$ cat src/rtl/video_pkg.sv
// Shared types and constants for the per-line video fetch scheduler.
package video_pkg;

    typedef enum logic [1:0] {
        ST_IDLE  = 2'd0,
        ST_FETCH = 2'd1,
        ST_DRAIN = 2'd2
    } vfs_state_e;

    localparam logic [6:0] WPL_ZX   = 7'd32;
    localparam logic [6:0] WPL_P16C = 7'd64;
    localparam logic [6:0] WPL_AG   = 7'd80;
    localparam logic [6:0] WPL_TEXT = 7'd80;

    function automatic logic [6:0] mode_wpl(
        input logic zx,
        input logic p_hmclr,
        input logic p_16c,
        input logic a_hmclr,
        input logic a_16c,
        input logic a_text
    );
        if (zx || p_hmclr)
            return WPL_ZX;
        if (p_16c)
            return WPL_P16C;
        if (a_hmclr || a_16c)
            return WPL_AG;
        if (a_text)
            return WPL_TEXT;
        return 7'd0;
    endfunction

endpackage

$ cat src/rtl/video_credit_ctr.sv
// Up/down saturating counter; simultaneous inc and dec cancel out.
module video_credit_ctr
    import video_pkg::*;
#(
    parameter int             W    = 4,
    parameter logic [W-1:0]   MAX  = '1,
    parameter logic [W-1:0]   INIT = '0
) (
    input  logic         clk,
    input  logic         rst_n,
    input  logic         i_inc,
    input  logic         i_dec,
    output logic [W-1:0] o_cnt,
    output logic [W-1:0] o_nxt
);

    logic [W-1:0] r_cnt;
    logic [W-1:0] w_nxt;

    always_comb begin
        w_nxt = r_cnt;
        if (i_inc && !i_dec && r_cnt != MAX)
            w_nxt = r_cnt + 1'b1;
        else if (i_dec && !i_inc && r_cnt != '0)
            w_nxt = r_cnt - 1'b1;
    end

    always_ff @(posedge clk) begin
        if (!rst_n)
            r_cnt <= INIT;
        else
            r_cnt <= w_nxt;
    end

    assign o_cnt = r_cnt;
    assign o_nxt = w_nxt;

endmodule

$ cat src/rtl/video_fetch_sched.sv
// Per-line video fetch scheduler: budget, credit and outstanding-word throttle.
// Optional VFS_STATS_EN adds underrun_cnt and fetch_cnt outputs.
module video_fetch_sched
    import video_pkg::*;
#(
    parameter int FIFO_DEPTH = 8
) (
    input  logic        clk,
    input  logic        rst_n,
    input  logic        line_start,
    input  logic        vpix,
    input  logic        int_start,
    input  logic        mode_zx,
    input  logic        mode_p_hmclr,
    input  logic        mode_p_16c,
    input  logic        mode_a_hmclr,
    input  logic        mode_a_16c,
    input  logic        mode_a_text,
    output logic        video_go,
    input  logic        video_next,
    input  logic        video_strobe,
    input  logic        pix_pop,
    output logic        busy,
    output logic        underrun,
    input  logic        underrun_clr
`ifdef VFS_STATS_EN
    ,
    output logic [7:0]  underrun_cnt,
    output logic [15:0] fetch_cnt
`endif
);

    localparam int             CW   = $clog2(FIFO_DEPTH) + 1;
    localparam logic [CW-1:0]  CMAX = CW'(FIFO_DEPTH);

    vfs_state_e    r_state;
    vfs_state_e    w_state_nxt;
    logic [6:0]    r_rem;
    logic [6:0]    w_rem_nxt;
    logic [6:0]    w_wpl;
    logic          r_go;
    logic          w_go_nxt;
    logic          r_underrun;
    logic          w_set_ur;
    logic          w_ack;
    logic          w_line;
    logic [CW-1:0] w_cred;
    logic [CW-1:0] w_cred_nxt;
    logic [2:0]    w_out;
    logic [2:0]    w_out_nxt;

    assign w_wpl  = mode_wpl(mode_zx, mode_p_hmclr, mode_p_16c,
                             mode_a_hmclr, mode_a_16c, mode_a_text);
    // Acks arriving while no request is up are protocol errors and dropped.
    assign w_ack  = video_next & r_go;
    assign w_line = line_start & vpix;

    video_credit_ctr #(
        .W    (CW),
        .MAX  (CMAX),
        .INIT (CMAX)
    ) u_credits (
        .clk   (clk),
        .rst_n (rst_n),
        .i_inc (pix_pop),
        .i_dec (w_ack),
        .o_cnt (w_cred),
        .o_nxt (w_cred_nxt)
    );

    video_credit_ctr #(
        .W    (3),
        .MAX  (3'd7),
        .INIT (3'd0)
    ) u_outstanding (
        .clk   (clk),
        .rst_n (rst_n),
        .i_inc (w_ack),
        .i_dec (video_strobe),
        .o_cnt (w_out),
        .o_nxt (w_out_nxt)
    );

    always_comb begin
        w_state_nxt = r_state;
        w_rem_nxt   = r_rem;
        w_set_ur    = 1'b0;
        if (int_start) begin
            w_rem_nxt   = '0;
            w_state_nxt = ST_DRAIN;
        end else begin
            unique case (r_state)
                ST_IDLE: begin
                    if (w_line && w_wpl != '0) begin
                        w_rem_nxt   = w_wpl;
                        w_state_nxt = ST_FETCH;
                    end
                end
                ST_FETCH: begin
                    if (w_line) begin
                        w_set_ur  = 1'b1;
                        w_rem_nxt = w_wpl;
                        if (w_wpl == '0)
                            w_state_nxt = ST_DRAIN;
                    end else if (w_ack) begin
                        w_rem_nxt = r_rem - 7'd1;
                        if (r_rem == 7'd1)
                            w_state_nxt = ST_DRAIN;
                    end
                end
                ST_DRAIN: begin
                    if (w_line && w_wpl != '0) begin
                        w_rem_nxt   = w_wpl;
                        w_state_nxt = ST_FETCH;
                    end else if (w_out == '0) begin
                        w_state_nxt = ST_IDLE;
                    end
                end
                default: w_state_nxt = ST_IDLE;
            endcase
        end
        // Built from next-state values so a request never outlives its limit.
        w_go_nxt = (w_state_nxt == ST_FETCH) && (w_rem_nxt != '0) &&
                   (w_cred_nxt != '0) && (w_out_nxt != 3'd7);
    end

    always_ff @(posedge clk) begin
        if (!rst_n) begin
            r_state    <= ST_IDLE;
            r_rem      <= '0;
            r_go       <= 1'b0;
            r_underrun <= 1'b0;
        end else begin
            r_state <= w_state_nxt;
            r_rem   <= w_rem_nxt;
            r_go    <= w_go_nxt;
            if (w_set_ur)
                r_underrun <= 1'b1;
            else if (underrun_clr)
                r_underrun <= 1'b0;
        end
    end

    assign video_go = r_go;
    assign underrun = r_underrun;
    assign busy     = (r_state != ST_IDLE) || (w_out != '0);

`ifdef VFS_STATS_EN
    logic [7:0]  r_ur_cnt;
    logic [15:0] r_fetch_cnt;

    always_ff @(posedge clk) begin
        if (!rst_n) begin
            r_ur_cnt    <= '0;
            r_fetch_cnt <= '0;
        end else begin
            if (underrun_clr)
                r_ur_cnt <= {7'd0, w_set_ur};
            else if (w_set_ur && r_ur_cnt != 8'hFF)
                r_ur_cnt <= r_ur_cnt + 8'd1;
            if (int_start)
                r_fetch_cnt <= '0;
            else if (w_ack && r_fetch_cnt != 16'hFFFF)
                r_fetch_cnt <= r_fetch_cnt + 16'd1;
        end
    end

    assign underrun_cnt = r_ur_cnt;
    assign fetch_cnt    = r_fetch_cnt;
`endif

endmodule
$ cat config.mk
export PLATFORM = sky130hd
export DESIGN_NAME = video_fetch_sched
export DESIGN_NICKNAME = d
export VERILOG_FILES = /design/src/rtl/video_pkg.sv /design/src/rtl/video_credit_ctr.sv /design/src/rtl/video_fetch_sched.sv
export SDC_FILE = /design/constraint.sdc
export NUM_CORES = 1
export LEC_CHECK = 0
export CAP_MARGIN = 10
export CORE_MARGIN = 2
export CORE_UTILIZATION = 60
export DETAILED_ROUTE_END_ITERATION = 10
export PLACE_DENSITY = 0.93
export SLEW_MARGIN = 30
export SYNTH_ARGS = -nofsm -noshare
export SYNTH_HDL_FRONTEND = slang
export SYNTH_HIERARCHICAL = 1
export SYNTH_SLANG_ARGS = --single-unit
export TNS_END_PERCENT = 5
$ cat constraint.sdc
create_clock -name clk -period 4.68 [get_ports clk]
set_input_delay 0.936 -clock clk [delete_from_list [all_inputs] [get_ports clk]]
set_output_delay 0.936 -clock clk [all_outputs]
set_load 0.05 [all_outputs]
## Word level (Yosys, flattened, before mapping)

Cells that the tools add are included.

| storage, ports and cells | value |
|---|---|
| word-level logic and storage cells | 90 |
| input port bits | 15 |
| output and inout bits | 3 |
| bits in registers | 18 |

| cells by class | value |
|---|---|
| $add $sub $neg | 5 |
| reduce and logical (&&, ||, !) cells | 29 |
| mux-type cells | 41 |
| bitwise logic cells | 2 |
| eq/ne operators | 7 |

Operator list:

| kind | number |
|---|---|
| two-way mux 7 bit | 12 |
| two-way mux 2 bit | 8 |
| two-way mux 1 bit | 15 |
| one-hot mux 7 bit (2 select lines) | 1 |
| nonzero test 7 bit | 2 |
| logical AND 1 bit | 12 |
| two-way mux 4 bit | 2 |
| nonzero test 4 bit | 2 |
| equality test 7 x 1 -> 1 bit (second input constant) | 1 |
| zero test 7 bit | 1 |
| subtractor 7 x 1 -> 7 bit (second input constant) | 1 |
| two-way mux 3 bit | 2 |
| != test 3 bit (second input constant) | 2 |
| one-hot mux 2 bit (3 select lines) | 1 |
| adder 4 x 1 -> 4 bit (second input constant) | 1 |
| equality test 2 x 1 -> 1 bit (second input constant) | 2 |
| != test 4 bit (second input constant) | 1 |
| nonzero test 2 bit | 2 |
| subtractor 4 x 1 -> 4 bit (second input constant) | 1 |
| adder 3 x 1 -> 3 bit (second input constant) | 1 |
| zero test 1 bit | 3 |
| zero test 3 bit | 1 |
| logical OR 1 bit | 3 |
| nonzero test 3 bit | 1 |
| other kinds (5) | 6 |

## Logic depth before layout (Yosys ltp)

| logic depth | value |
|---|---|
| depth after elaboration | 21 |
| mapped depth | 10 |
| mapped depth without buffers | 10 |

## Hierarchy

The synthesis kept the hierarchy.

Modules (own cells, without submodules):

| module | times used | sequential area each (um^2) | cells each | area each (um^2) |
|---|---|---|---|---|
| video_fetch_sched | 1 | 220.2 | 100 | 832.0 |
| video_credit_ctr (u_credits) | 1 | 80.1 | 43 | 394.1 |
| video_credit_ctr (u_outstanding) | 1 | 60.1 | 33 | 277.8 |

## Worst setup path after synthesis

No wires, ideal clock.

| timing | value |
|---|---|
| kind | input port to flip-flop |
| from | in video_next |
| to | reg r_go, in the netlist video_go |
| setup time | 0.077 ns |
| path buffers | 0 |
| arrival | 2.393 ns |
| required time | 4.603 ns |
| path slack | 2.210 ns |
| stages | 10 |
| cell sequence | nand2_1 -> inv_1 -> and2b_2 -> nand2_2 -> o41ai_4 -> xor2_1 -> nor4_1 -> a31oi_1 -> nand2_1 -> a41oi_2 |

| between the ends | value |
|---|---|
| elaborated cells on any way between the ends | 29 |
| those cells by class | 2 x eq/ne; 12 x mux; 1 x bitwise; 14 x reduce/logical |

RTL lines:

| what | line | RTL |
|---|---|---|
| from (decl) | video_fetch_sched.sv:20 | `input logic video_next,` |
| AND 1 bit (*) | video_fetch_sched.sv:55 | `assign w_ack = video_next & r_go;` |
| via w_ack | video_fetch_sched.sv:45 | `logic w_ack;` |
| logical AND 1 bit or zero test 1 bit (tied branches) | video_credit_ctr.sv:24, video_credit_ctr.sv:22 |  |
| logical AND 1 bit, on equally long branches | video_credit_ctr.sv:24, video_credit_ctr.sv:22 |  |
| two-way mux 4 bit or logical AND 1 bit (tied branches) | video_credit_ctr.sv:24, video_credit_ctr.sv:22 |  |
| two-way mux 4 bit (*) | video_credit_ctr.sv:22 | `if (i_inc && !i_dec && r_cnt != MAX)` |
| via w_cred_nxt[3] | video_fetch_sched.sv:48 | `logic [CW-1:0] w_cred_nxt;` |
| nonzero test 4 bit (*) | video_fetch_sched.sv:124 | `(w_cred_nxt != '0) && (w_out_nxt != 3'd7);` |
| logical AND 1 bit (*) | video_fetch_sched.sv:123 | `w_go_nxt = (w_state_nxt == ST_FETCH) && (w_rem_nxt != '0) &&` |
| logical AND 1 bit (*) | video_fetch_sched.sv:124 |  |
| to (signal assigned) | video_fetch_sched.sv:136 | `r_go <= w_go_nxt;` |
| to (decl) | video_fetch_sched.sv:41 | `logic r_go;` |

The timed path passes the listed nets; every way through them passes the cells marked *.
A chain may end at the register's enable or synchronous reset.

## Worst setup path in the final report

| timing | value |
|---|---|
| from | reg u_outstanding.r_cnt[1], in the netlist u_outstanding/o_cnt[1] |
| to | out busy |

| between the ends | value |
|---|---|
| word-level cells in the longest chain between the ends | 2 |

Ends and longest elaborated chain:

| what | line | RTL |
|---|---|---|
| from (decl) | video_credit_ctr.sv:17 | `logic [W-1:0] r_cnt;` |
| from (signal assigned) | video_credit_ctr.sv:32 | `r_cnt <= w_nxt;` |
| nonzero test 3 bit | video_fetch_sched.sv:146 | `assign busy = (r_state != ST_IDLE) \|\| (w_out != '0);` |
| logical OR 1 bit | video_fetch_sched.sv:146 |  |
| to (decl) | video_fetch_sched.sv:23 | `output logic busy,` |

Every way passes these cells.

==> results.txt <==
Run status -> finished, final reports clean
Core ar. -> 2430 sq um
Final Max Tran Viols -> 0
Worst-Margin Slew -> 0.491 ns
Die height -> 54.1 um
DR vias -> 1440
Final worst path period need -> 3.03 ns
Ys async rst share -> 0%
Final period util -> 64.7%
Hold-fix buffers, CTS -> 0
Number of global-route vias before repair -> 1261
Diode count -> 0
DP Worst Slack -> 1.45 ns
GRT Total Usage -> 24.8%
Syn avg cell area -> 8.55 sq um
Crit path required time -> 3.74 ns
Clock Tree Buf Depth -> 2
Post-synthesis sequential area ratio -> 24.0%
Hpwl dp -> 2690 um
I/O Pins -> 18
Initial antenna violation count -> 0
CP startpoint -> u_outstanding/o_cnt[1]
Main synth FF type -> dfxtp_1
Worst setup margin -> 1.65 ns
R2R cell count -> 10
Post-synthesis register bit count -> 18
Max-Cap Viols -> 0
# resized after CTS -> 0
Cells after Synth -> 176
Leading area contributor after synthesis -> dfxtp_1
Largest net degree at the start of global routing -> 16
Layout cells sized above 1 -> 13.5%
Clk pin slew, worst setup/hold paths -> 0.10 ns
Die ar. -> 2920 sq um
# clock sinks -> 18
Via/cell ratio -> 6.49
Critical R2R Capture -> video_go
WP data arrival -> 2.09 ns
Setup TNS -> 0 ns
Syn_nets -> 199
Worst hold-check path type -> reg -> reg
CP Class -> reg -> out
Critical Path End -> busy
Maximum vdd drop -> 0.423 mV
Nets -> 217
Initial DRC Count -> 45
Die Wd -> 54.1 um
DRT Pass-1 Iters -> 4
Setup Buffers After CTS -> 0
Critical Path End Type -> output pin
CP Launch Type -> flip-flop
First-pass GRT wire length -> 5350 um
Area grow syn2layout -> 11.8%
Number of flops mapped to enable cells by yosys -> 0
Synthesized cell area -> 1500 sq um
Synth unique cells -> 62
Post-Route WL -> 3490 um
Max Clk Rate -> 330 MHz
CTS buffer count -> 3
Setup violators final -> 0
Row count -> 18
Worst R2R Setup Slack -> 2.50 ns
Leak Pwr -> 0.652 nW
Synth area leaders -> dfxtp_1 (24%), ha_1 (6.7%), nor2_1 (4.2%), inv_1 (3.0%), nand2_1 (3.0%)
CTS root buffer -> clkbuf_4
Starting Density -> 61.8%
Antenna-violating nets left -> 0
Final Skew -> 0.00977 ns
GRT overflow -> 0
TritonCTS clock tree -> built
Share of the synthesized area in the top cell type -> 24.0%
Hold Fails Final Rpt -> 0
IO Port Bufs -> 17
Post-route DRC -> 0
Synth warn -> 6
Worst skew pair latency -> 0.29 ns
RSZ-0062 raised after global routing -> no
Htree depth -> 1
RD Place Congestion -> 0.896
WL/cell -> 15.7 um
Relative slew slack -> 67.2%
RR Startpoint -> video_go
Pwr dens -> 371 nW/um^2
Worst-path maximum fanout -> 5
==> state kept, by name, summed over array words and instances, names as in the netlist <==
name and flops:
r_rem 7, r_state 2, u_credits/o_cnt 4, u_outstanding/o_cnt 3
underrun 1, video_go 1
==> how the worst min path moves through the flow <==
stage	slack, ns	end	depth (start not counted)	from
final	0.52	underrun	2	underrun
after global routing	0.56	underrun	2	underrun
after CTS	0.53	underrun	2	underrun
after detailed placement	0.50	underrun	2	underrun
after global placement	0.48	underrun	2	underrun
after floorplan	0.52	r_rem[1]	2	r_rem[1]
==> placed cells by master (no fill, tap or decap), types with 3 or more instances in the layout <==
cell / instances
nor2_1: 17
ha_1: 8
nand3_1: 4
nor3_1: 5
xor2_1: 4
nand2b_1: 6
o31ai_1: 3
or4_4: 3
a31oi_1: 4
inv_1: 12
and2_1: 4
dfxtp_1: 18
o21ai_0: 6
nor2b_1: 4
clkbuf_4: 3
nand2_1: 12
or3_1: 3
clkdlybuf4s50_1: 17
a21oi_1: 5
o21a_1: 4
xnor2_1: 3
==> cell type report <==
class                           instances  area (sq um)
Timing Repair Buffer                   17           170
Inverter                               12          45.0
Clock buffer                            3          22.5
Fill cell                             189           751
Multi-Input combinational cell        142          1050
Sequential cell                        18           360
Tap cell                               30          37.5
==> worst max-delay path, cell delays in order, from the launching register on <==
cell	delay [ns]
dfxtp_1	0.36
or3_1	0.42
or3_1	0.32
clkdlybuf4s50_1	0.70
==> power by group <==
part	internal, mW	switching, mW
Clock	0.0299	0.0459
Sequential	0.177	0.0360
Combinational	0.154	0.181
==> kinds of logic (layout without fill, tap and decap cells) <==
group	Yosys count	after routing	synth area share, %
AOI/OAI and AO/OA	46	46	25.8
xor gates and xnor gates	7	7	4.08
adders and majority gates	8	8	6.66
buffers and inverters	16	32	6.49
DFF	18	18	24.0
muxes	2	2	1.66
and+or+nand+nor	79	79	31.4
==> per-layer routing <==
layer | GRT usage (%) | wire length (um)
met2 | 44.3 | 1700
met3 | 3.33 | 241
met1 | 29.9 | 1480
met4 | 9.17 | 72
met5 | 0 | 0
==> cell usage after synthesis (all sizes together), types with 2 or more instances <==
cell type	instances
nor3b	2
a31oi	5
or3b	2
nand2	14
and2	6
xor2	4
o21a	4
or3	3
a21oi	7
nor3	5
or4	4
xnor2	3
o21ai	8
ha	8
nor4	2
inv	12
buf	2
nand3b	2
nand2b	6
o31ai	3
o41ai	2
nand3	4
dfxtp	18
nor2	17
and2b	2
o211ai	3
nor2b	4
==> stage by stage <==
step	instances	instance area [sq um]	hold WS [ns]	util, %	power, mW
finish	222	1680	0.523	69.1	0.624
global route	222	1680	0.560	69.1	0.668
CTS	222	1680	0.530	69.1	0.619
detailed placement	219	1660	0.496	68.2	0.539
global placement	219	1660	0.483	68.2	0.524
floorplan	176	1500	0.518	-	0.458
(Power assumes the default switching activity.)
